<file path="config.mk">
export PLATFORM = sky130hd
export DESIGN_NAME = tl_sink_downsizer
export DESIGN_NICKNAME = d
export VERILOG_FILES = /design/src/rtl/tl_sink_downsizer_pkg.sv /design/src/rtl/tl_sink_id_table.sv /design/src/rtl/tl_sink_downsizer.sv
export SDC_FILE = /design/constraint.sdc
export NUM_CORES = 1
export LEC_CHECK = 0
export CORE_AREA = 4 4 392 394
export CTS_CLUSTER_SIZE = 14
export DETAILED_ROUTE_END_ITERATION = 7
export DIE_AREA = 0 0 396 398
export GPL_ROUTABILITY_DRIVEN = 0
export GPL_TIMING_DRIVEN = 0
export PLACE_DENSITY = 0.3
export REMOVE_ABC_BUFFERS = 1
export SKIP_CTS_REPAIR_TIMING = 1
export SLEW_MARGIN = 10
export SYNTH_ARGS = -nofsm -noshare
export SYNTH_HDL_FRONTEND = slang
export SYNTH_SLANG_ARGS = --single-unit
</file>
<file path="constraint.sdc">
create_clock -name clk_i -period 3.15 [get_ports clk_i]
set_clock_uncertainty 0.1 [all_clocks]
set_input_delay 0.7875 -clock clk_i [delete_from_list [all_inputs] [get_ports clk_i]]
set_output_delay 0.7875 -clock clk_i [all_outputs]
set_load 0.01 [all_outputs]
</file>
<file path="src/rtl/tl_sink_downsizer_pkg.sv">
// rtl/tl_sink_downsizer_pkg.sv - TileLink channel types, D opcodes and beat helpers for the sink downsizer
package tl_sink_downsizer_pkg;

    localparam int TlDataWidth       = 64;
    localparam int TlAddrWidth       = 56;
    localparam int TlSourceWidth     = 1;
    localparam int TlHostSinkWidth   = 1;
    localparam int TlDeviceSinkWidth = 4;
    localparam int TlSizeWidth       = 4;
    localparam int TlMaskWidth       = TlDataWidth / 8;

    typedef enum logic [2:0] {
        TlAccessAck     = 3'd0,
        TlAccessAckData = 3'd1,
        TlHintAck       = 3'd2,
        TlGrant         = 3'd4,
        TlGrantData     = 3'd5,
        TlReleaseAck    = 3'd6
    } tl_d_op_e;

    typedef struct packed {
        logic [2:0]               opcode;
        logic [2:0]               param;
        logic [TlSizeWidth-1:0]   size;
        logic [TlSourceWidth-1:0] source;
        logic [TlAddrWidth-1:0]   address;
        logic [TlMaskWidth-1:0]   mask;
        logic [TlDataWidth-1:0]   data;
        logic                     corrupt;
    } tl_a_t;

    typedef struct packed {
        logic [2:0]               opcode;
        logic [2:0]               param;
        logic [TlSizeWidth-1:0]   size;
        logic [TlSourceWidth-1:0] source;
        logic [TlAddrWidth-1:0]   address;
        logic [TlMaskWidth-1:0]   mask;
        logic [TlDataWidth-1:0]   data;
        logic                     corrupt;
    } tl_b_t;

    typedef struct packed {
        logic [2:0]               opcode;
        logic [2:0]               param;
        logic [TlSizeWidth-1:0]   size;
        logic [TlSourceWidth-1:0] source;
        logic [TlAddrWidth-1:0]   address;
        logic [TlDataWidth-1:0]   data;
        logic                     corrupt;
    } tl_c_t;

    typedef struct packed {
        logic [2:0]                 opcode;
        logic [1:0]                 param;
        logic [TlSizeWidth-1:0]     size;
        logic [TlSourceWidth-1:0]   source;
        logic [TlHostSinkWidth-1:0] sink;
        logic                       denied;
        logic [TlDataWidth-1:0]     data;
        logic                       corrupt;
    } tl_d_host_t;

    typedef struct packed {
        logic [2:0]                   opcode;
        logic [1:0]                   param;
        logic [TlSizeWidth-1:0]       size;
        logic [TlSourceWidth-1:0]     source;
        logic [TlDeviceSinkWidth-1:0] sink;
        logic                         denied;
        logic [TlDataWidth-1:0]       data;
        logic                         corrupt;
    } tl_d_dev_t;

    typedef struct packed {
        logic [TlHostSinkWidth-1:0] sink;
    } tl_e_host_t;

    typedef struct packed {
        logic [TlDeviceSinkWidth-1:0] sink;
    } tl_e_dev_t;

    // D messages that carry a data payload and so may span several beats
    function automatic logic tl_d_has_data(input logic [2:0] opcode);
        return (opcode == TlAccessAckData) || (opcode == TlGrantData);
    endfunction

    // Beats for a 2**size byte payload on a data_width bit bus, never less than one
    function automatic int unsigned tl_beats(input logic [TlSizeWidth-1:0] size,
                                             input int unsigned data_width);
        int unsigned bytes;
        int unsigned per_beat;
        bytes    = 32'd1 << size;
        per_beat = data_width / 8;
        if (bytes <= per_beat) begin
            return 1;
        end
        return bytes / per_beat;
    endfunction

endpackage

</file>
<file path="src/rtl/tl_sink_id_table.sv">
// rtl/tl_sink_id_table.sv - free mask, host-slot to device-sink storage and lowest-free slot encoder
module tl_sink_id_table #(
    parameter int IdxWidth  = 1,
    parameter int DataWidth = 4
) (
    input  logic                 clk_i,
    input  logic                 rst_ni,
    input  logic                 alloc_req,
    output logic                 alloc_gnt,
    output logic [IdxWidth-1:0]  alloc_idx,
    input  logic [DataWidth-1:0] alloc_data,
    input  logic                 free_valid,
    input  logic [IdxWidth-1:0]  free_idx,
    input  logic [IdxWidth-1:0]  lookup_idx,
    output logic [DataWidth-1:0] lookup_data
);

    localparam int Depth = 2 ** IdxWidth;

    logic [Depth-1:0]     free_mask;
    logic [Depth-1:0]     alloc_oh;
    logic [Depth-1:0]     free_oh;
    logic [DataWidth-1:0] table_q [Depth];
    logic                 alloc_commit;

    // Lowest-index free slot; scanning downwards lets the lowest set bit win
    always_comb begin
        alloc_gnt = 1'b0;
        alloc_idx = '0;
        for (int i = Depth - 1; i >= 0; i--) begin
            if (free_mask[i]) begin
                alloc_gnt = 1'b1;
                alloc_idx = IdxWidth'(i);
            end
        end
    end

    assign alloc_commit = alloc_req && alloc_gnt;
    assign alloc_oh     = alloc_commit ? (Depth'(1) << alloc_idx) : '0;
    assign free_oh      = free_valid ? (Depth'(1) << free_idx) : '0;
    assign lookup_data  = table_q[lookup_idx];

    // Allocation is decided on the old mask, so a slot freed this cycle is usable next cycle
    always_ff @(posedge clk_i) begin
        if (!rst_ni) begin
            free_mask <= '1;
        end else begin
            free_mask <= (free_mask & ~alloc_oh) | free_oh;
        end
    end

    // Record which device sink owns the slot being handed out
    always_ff @(posedge clk_i) begin
        if (alloc_commit) begin
            table_q[alloc_idx] <= alloc_data;
        end
    end

    // A GrantAck must only name a slot that is currently outstanding
    free_of_busy_slot: assert property (@(posedge clk_i) disable iff (!rst_ni)
        free_valid |-> !free_mask[free_idx]);

endmodule

</file>
<file path="src/rtl/tl_sink_downsizer.sv">
// rtl/tl_sink_downsizer.sv - remaps wide device sink IDs onto narrow host sink slots (optional TL_SINK_DOWNSIZER_D_REG_EN)
module tl_sink_downsizer
    import tl_sink_downsizer_pkg::*;
#(
    parameter int DataWidth       = 64,
    parameter int AddrWidth       = 56,
    parameter int SourceWidth     = 1,
    parameter int HostSinkWidth   = 1,
    parameter int DeviceSinkWidth = 4,
    parameter int MaxSize         = 6
) (
    input  logic       clk_i,
    input  logic       rst_ni,

    input  logic       host_a_valid,
    input  tl_a_t      host_a,
    output logic       host_a_ready,
    output logic       host_b_valid,
    output tl_b_t      host_b,
    input  logic       host_b_ready,
    input  logic       host_c_valid,
    input  tl_c_t      host_c,
    output logic       host_c_ready,
    output logic       host_d_valid,
    output tl_d_host_t host_d,
    input  logic       host_d_ready,
    input  logic       host_e_valid,
    input  tl_e_host_t host_e,
    output logic       host_e_ready,

    output logic       device_a_valid,
    output tl_a_t      device_a,
    input  logic       device_a_ready,
    input  logic       device_b_valid,
    input  tl_b_t      device_b,
    output logic       device_b_ready,
    output logic       device_c_valid,
    output tl_c_t      device_c,
    input  logic       device_c_ready,
    input  logic       device_d_valid,
    input  tl_d_dev_t  device_d,
    output logic       device_d_ready,
    output logic       device_e_valid,
    output tl_e_dev_t  device_e,
    input  logic       device_e_ready
);

    // The channel structs are fixed by the package; the parameter set has to agree with them
    if (DeviceSinkWidth <= HostSinkWidth || HostSinkWidth != TlHostSinkWidth ||
        DeviceSinkWidth != TlDeviceSinkWidth || DataWidth != TlDataWidth ||
        AddrWidth != TlAddrWidth || SourceWidth != TlSourceWidth) begin : g_bad_params
        $error("tl_sink_downsizer: parameters do not match the channel types");
    end

    localparam int BytesPerBeat = DataWidth / 8;
    localparam int MaxBeats     = ((2 ** MaxSize) > BytesPerBeat) ? (2 ** MaxSize) / BytesPerBeat : 1;
    localparam int CntWidth     = $clog2(MaxBeats + 1);

    logic [CntWidth-1:0]      beat_cnt;
    logic [HostSinkWidth-1:0] burst_idx;
    logic                     first_beat;
    logic                     is_grant;
    logic                     need_alloc;
    logic                     stall;
    logic                     alloc_req;
    logic                     alloc_gnt;
    logic [HostSinkWidth-1:0] alloc_idx;
    logic                     d_hs;
    logic                     d_fwd_valid;
    logic                     d_fwd_ready;
    tl_d_host_t               d_fwd;
    int unsigned              d_beats;
    logic                     free_valid;

    // A, B and C are untouched wires
    assign device_a_valid = host_a_valid;
    assign device_a       = host_a;
    assign host_a_ready   = device_a_ready;
    assign host_b_valid   = device_b_valid;
    assign host_b         = device_b;
    assign device_b_ready = host_b_ready;
    assign device_c_valid = host_c_valid;
    assign device_c       = host_c;
    assign host_c_ready   = device_c_ready;

    // Only the first beat of a Grant/GrantData needs a slot; later beats reuse burst_idx
    assign first_beat  = (beat_cnt == '0);
    assign is_grant    = (device_d.opcode == TlGrant) || (device_d.opcode == TlGrantData);
    assign need_alloc  = device_d_valid && first_beat && is_grant;
    assign stall       = need_alloc && !alloc_gnt;
    assign d_fwd_valid = rst_ni && device_d_valid && !stall;
    assign device_d_ready = rst_ni && d_fwd_ready && !stall;
    assign d_hs        = device_d_valid && device_d_ready;
    assign alloc_req   = d_hs && need_alloc;
    assign d_beats     = tl_d_has_data(device_d.opcode) ? tl_beats(device_d.size, DataWidth) : 1;

    // Remapped D beat: only the sink field changes, and non-Grant messages carry sink 0
    always_comb begin
        d_fwd.opcode  = device_d.opcode;
        d_fwd.param   = device_d.param;
        d_fwd.size    = device_d.size;
        d_fwd.source  = device_d.source;
        d_fwd.denied  = device_d.denied;
        d_fwd.data    = device_d.data;
        d_fwd.corrupt = device_d.corrupt;
        d_fwd.sink    = '0;
        if (is_grant) begin
            d_fwd.sink = first_beat ? alloc_idx : burst_idx;
        end
    end

    // Beat counter and latched slot for the message currently crossing D
    always_ff @(posedge clk_i) begin
        if (!rst_ni) begin
            beat_cnt  <= '0;
            burst_idx <= '0;
        end else if (d_hs) begin
            if (first_beat) begin
                beat_cnt <= CntWidth'(d_beats - 1);
                if (alloc_req) begin
                    burst_idx <= alloc_idx;
                end
            end else begin
                beat_cnt <= beat_cnt - 1'b1;
            end
        end
    end

`ifdef TL_SINK_DOWNSIZER_D_REG_EN
    tl_d_host_t main_q;
    tl_d_host_t skid_q;
    logic       main_valid;
    logic       skid_valid;

    assign d_fwd_ready  = !skid_valid;
    assign host_d_valid = main_valid;
    assign host_d       = main_q;

    // Two-entry skid slice: the skid entry catches the beat accepted while the output stalls
    always_ff @(posedge clk_i) begin
        if (!rst_ni) begin
            main_valid <= 1'b0;
            skid_valid <= 1'b0;
            main_q     <= '0;
            skid_q     <= '0;
        end else if (host_d_ready || !main_valid) begin
            if (skid_valid) begin
                main_q     <= skid_q;
                main_valid <= 1'b1;
                skid_valid <= 1'b0;
            end else begin
                main_q     <= d_fwd;
                main_valid <= d_fwd_valid;
            end
        end else if (d_fwd_valid && d_fwd_ready) begin
            skid_q     <= d_fwd;
            skid_valid <= 1'b1;
        end
    end
`else
    assign d_fwd_ready  = host_d_ready;
    assign host_d_valid = d_fwd_valid;
    assign host_d       = d_fwd;
`endif

    // E passes straight through; the host slot is translated back and freed on handshake
    assign device_e_valid = rst_ni && host_e_valid;
    assign host_e_ready   = rst_ni && device_e_ready;
    assign free_valid     = rst_ni && host_e_valid && device_e_ready;

    tl_sink_id_table #(
        .IdxWidth  (HostSinkWidth),
        .DataWidth (DeviceSinkWidth)
    ) u_id_table (
        .clk_i       (clk_i),
        .rst_ni      (rst_ni),
        .alloc_req   (alloc_req),
        .alloc_gnt   (alloc_gnt),
        .alloc_idx   (alloc_idx),
        .alloc_data  (device_d.sink),
        .free_valid  (free_valid),
        .free_idx    (host_e.sink),
        .lookup_idx  (host_e.sink),
        .lookup_data (device_e.sink)
    );

endmodule

</file>
* Word-level counts from Yosys, hierarchy flattened
Memory sizes are Yosys's and may differ from the RTL's.
Index checks and enable logic that the tools add are counted.
** Storage, ports and cells
- Memories :: 1
- Bits in writable memories :: 8
- Register bits :: 7
- Bits in latches :: 0
- Bits of input ports :: 505
- Memory bits (read-only) :: 0
- Output and inout port bits :: 503
** Memory list
- u_id_table.table_q :: depth 2, width 4, read ports 1, clocked after memory_dff 0, wr ports 1, RTL line tl_sink_id_table.sv:23 : logic [DataWidth-1:0] table_q [Depth];
** Operators by class
- Div/mod/pow operators :: 0
- Multipliers :: 0
- Eq/ne operators :: 3
- $add $sub $neg :: 2
- Bitwise logic cells :: 3
- Muxes and demuxes :: 14
- Shifts and indexed selects :: 3
- Reduce and logical (&&, ||, !) cells :: 19
- Order comparisons :: 1
** Operators with widths (number)
- 32-bit by 4-bit less-or-equal comparator with 1-bit output (second input constant) :: 1
- 1-bit by 4-bit << shifter with 32-bit output (first input constant) :: 1
- 1-bit logical AND :: 13
- 4-bit 2-to-1 mux :: 3
- 1-bit 2-to-1 mux :: 9
- 4-bit by 1-bit subtractor with 4-bit output (second input constant) :: 2
- 3-bit equality test (second input constant) :: 2
- 4-bit logical NOT :: 1
- 2-bit 2-to-1 mux :: 2
- 1-bit by 1-bit << shifter with 2-bit output (first input constant) :: 2
- 3-bit by 1-bit equality test with 1-bit output (second input constant) :: 1
- 3-bit AND reduction :: 1
- 2-bit AND :: 1
- 1-bit logical NOT :: 2
- 1-bit logical OR :: 2
- 2-bit inverter :: 1
- 2-bit bitwise OR :: 1

* Depth between registers and ports, before layout
- Depth after elaboration :: 13
- Gate-level depth with buffers :: 8
- Mapped depth without buffers :: 8

* By module
A second synthesis with hierarchy kept.
** Second synthesis, totals
- Cell total of the unflattened synthesis :: 575
- Area total of the unflattened synthesis :: 4551.9 um^2
** By module, submodules not included
- tl_sink_downsizer :: instances 1, cells each 551, area each 4161.5 um^2
- tl_sink_id_table :: instances 1, cells each 24, area each 390.4 um^2

* Worst setup path after synthesis
Ideal clock, no wire load.
- Path type :: input-to-output
- Start :: input port device_d[78] (netlist bit)
- End :: output port device_d_ready
- Required time :: 2263 ps
- Buffers on the path :: 0
- Stages :: 2
- Arrival :: 1310 ps
- Setup slack :: 952 ps
- Cells stage by stage :: and2b_2 -> a41oi_1
** On the way
- Longest elaborated chain between the ends :: 6
- Elaborated cells between the ends (all ways) :: 7
- Those cells by class :: 2 x eq/ne; 5 x reduce/logical
** RTL lines
- start, declared :: RTL line tl_sink_downsizer.sv:41 : input tl_d_dev_t device_d,
- 3-bit equality test :: RTL line tl_sink_downsizer.sv:88 : assign is_grant = (device_d.opcode == TlGrant) || (device_d.opcode == TlGrantData);
- 1-bit logical OR (*) :: RTL line tl_sink_downsizer.sv:88
- 1-bit logical AND (*) :: RTL line tl_sink_downsizer.sv:89 : assign need_alloc = device_d_valid && first_beat && is_grant;
- 1-bit logical AND (*) :: RTL line tl_sink_downsizer.sv:90 : assign stall = need_alloc && !alloc_gnt;
- 1-bit logical NOT (*) :: RTL line tl_sink_downsizer.sv:92 : assign device_d_ready = rst_ni && d_fwd_ready && !stall;
- 1-bit logical AND (*) :: RTL line tl_sink_downsizer.sv:92
- end, declared :: RTL line tl_sink_downsizer.sv:42 : output logic device_d_ready,
Every way passes the cells marked *; elsewhere a longest branch is shown, timed or not.

* Worst setup path in the final report
- Start :: input port device_e_ready
- End :: output port host_e_ready
** On the way
- Longest elaborated chain between the ends :: 1
** RTL lines
- start, declared :: RTL line tl_sink_downsizer.sv:45 : input logic device_e_ready
- 1-bit logical AND :: RTL line tl_sink_downsizer.sv:168 : assign host_e_ready = rst_ni && device_e_ready;
- end, declared :: RTL line tl_sink_downsizer.sv:29 : output logic host_e_ready,
No other way between the ends.

==> qor.yml <==
run_status:
  status: "complete, no violations"
worst_setup_path:
  path_common_cell: "clkdlybuf4s50_1"
  cpPeakStageDelay_ps: 540
  worstSetupPathType: "input pin to primary output"
  cp_max_fo: 3
  slowest_stage: "clkdlybuf4s50_1"
  r2r_setup_slack_ps: 800
  critPathTopFamily: "buffers and inverters"
  cp_cell_sequence: "clkdlybuf4s50_1, and2_1, clkdlybuf4s50_1"
  worstPathBufferInverterCount: 2
  reg2reg_depth: 3
  critical_path_required_ps: 2260
  end_kind: "primary output"
  rr_startpoint: "beat_cnt[1]"
  cp_data_arrival_time_ps: 2050
  r2r-end: "u_id_table.table_q[0][0]"
  start_kind: "input pin"
detailed_routing:
  viasPerCell: 1.79
  antenna_left: 0
  drc_errors: 0
  num_vias: 3815
  first_iter_violations: 782
  routed_wl_um: 259000
  dr.pass1.iters: 5
  wl_per_cell_um: 122
power:
  netSwitchingFraction_pct: 29.3
  p_switching_mw: 0.180
  p_seq_share_pct: 34.7
  ir_drop_v: 0.000145
  p_int_mw: 0.434
  pwr-share-clk_pct: 49.5
  power.density_mw_per_mm2: 165
  p_leak_nw: 0.540
  p_comb_share_pct: 15.8
finish:
  final_nets: 619
  multi_input_area_um2: 378
  syn_to_final_growth_pct: -17.1
  drive_above_1_share_pct: 11.6
  register_area_um2: 380
  fillerInstances: 17900
  final_cells: 2130
clock_tree:
  clk_latency_ps: 280
  path_clk_slew_ps: 60
  cts_tree: "done"
  cts_buffers: 3
  h-tree-depth: 1
  clock-root-buffer: "clkbuf_16"
  cts_buffer_depth: 2
  clock_sinks: 15
floorplanning:
  rows: 142
  die_y_um: 398
  initial_core_util_pct: 3.00
  floorplan.die_area_mm2: 0.158
  core_region_area_mm2: 0.150
  ios: 1008
  die_w_um: 396
global_route:
  grt_util_all_layers_pct: 31.7
  use_met1_pct: 4.83
  met2_usage_pct: 58.0
  top_usage_layer: "met2"
  antenna_found_initial: 1
  grt_max_degree: 13
  grt_pass1_wl_um: 265000
  overflow: 0
  grt_pass1_vias: 2421
  met3_usage_pct: 47.3
timing:
  layout_min_cycle_time_ps: 2940
  drv_slew: 0
  slew_headroom_pct: 45.4
  setup_viol: 0
  fmax_mhz: 341
  worst_slack_ps: 214
  worst_pin_slew_ps: 817
  period_share_pct: 93.2
  rsz0062_at_grt: "false"
  finalHoldViolCount: 0
synth:
  ys_ff_latch: 15
  synth.top_cell.area_share_pct: 82.5
  yosysSeqAreaShare_pct: 8.46
  synth_area_per_cell_um2: 7.89
  postSynthCellCount: 570
  netlist_area_mm2: 0.00450
  synth_edf_count: 8
  synth.most_common_cell: "buf_4"
  synthTopCellsByCount: "buf_4 (494), edfxtp_1 (8), dfxtp_1 (7), nand2_1 (7)"
  yosys-top-cells-area: "buf_4 (82%), edfxtp_1 (5.3%), dfxtp_1 (3.1%)"
  ys.flop_type: "edfxtp_1"
  synth-async-reset-ratio_pct: 0
  synth_warnings: 0
  synth.largest_area_cell: "buf_4"
  synth_cell_types: 32
worst_hold_path:
  hold_end: "u_id_table.free_mask[1]"
  hold_class: "register to register"
  hold_start: "u_id_table.free_mask[1]"
  worstHoldPathCells: 2
placed_design:
  place_ws_ps: -465
  placed_cells: 2124
  hpwl_um: 257000
  port_buffers: 33
run:
  drv_cap: 0
layout by cell type (no fill, tap or decap), types with 2 or more instances in the layout:
cell,instances
clkdlybuf4s50_1,27
edfxtp_1,8
nand2_1,7
dfxtp_1,7
inv_1,6
dlymetal6s2s_1,5
nor2_1,4
mux2_2,4
a31oi_1,4
nand2b_1,3
o21ai_0,3
and2_1,3
clkbuf_16,3
diode_2,2
nor2b_1,2
a21oi_1,2
and2b_2,2
nor2_2,2
mux2i_1,2
area by class of cell:
type,instances,share of cell area (%)
Tap cell,2016,67.7
Clock buffer,4,2.12
Multi-Input combinational cell,54,10.1
Timing Repair Buffer,33,9.07
Sequential cell,15,10.2
Inverter,6,0.605
Antenna cell,2,0.134
through the flow:
step	cell area [um2]	power, mW	util (%)	TNS, ps	hold slack (ps)
final	3720	0.614	2.49	0	402
after global routing	3720	0.646	2.48	0	432
after CTS	3710	0.628	2.48	-2970	403
after detailed placement	3630	0.317	2.42	-4360	395
after global placement	3630	0.316	2.42	-6060	403
after floorplan	776	0.251	-	0	359
how the worst max path moves through the flow:
stage / cells past startpoint / endpoint / slack (ps) / from
after global placement: 3 / device_e[0] / -470 / host_e
after detailed placement: 3 / device_e[3] / -460 / host_e
after CTS: 3 / device_e[3] / -470 / host_e
final: 3 / host_e_ready / 210 / device_e_ready
after floorplan: 2 / device_d_ready / 950 / device_d[78]
after global routing: 3 / device_e[3] / 180 / host_e
tightest hold or removal path, stage by stage, from the launching register on:
cell,delay [ps]
dfxtp_1,330
inv_1,50
o21ai_0,70
flip-flops by register name, indices dropped and copies added, names as in the netlist:
name / flops
beat_cnt: 4
burst_idx: 1
u_id_table.free_mask: 2
u_id_table.table_q: 8
logic make-up after synthesis:
group / synth area share [%]
mux: 1.45
compound gates: 2.42
buf+inv: 83.2
fa+ha+maj: 0.278
flops: 8.46
simple gates: 4.15
power by group through the flow:
| stage | Sequential, mW | Clock [mW] | Combinational [mW] |
|---|---|---|---|
| 4_1_cts | 0.213 | 0.315 | 0.101 |
| 2_1_floorplan | 0.216 | 0 | 0.0349 |
| 5_1_grt | 0.213 | 0.325 | 0.108 |
| 6_report | 0.213 | 0.304 | 0.0971 |
| 3_5_place_dp | 0.217 | 0 | 0.0999 |
| 3_3_place_gp | 0.217 | 0 | 0.0993 |
metal layers:
metal | wire (um) | vias to the layer above
met5 | 5760 | -
met4 | 25100 | 70
met3 | 77800 | 240
met2 | 132000 | 1907
met1 | 17800 | 1242
li1 | - | 356
Power figures use the tool's default switching activity.
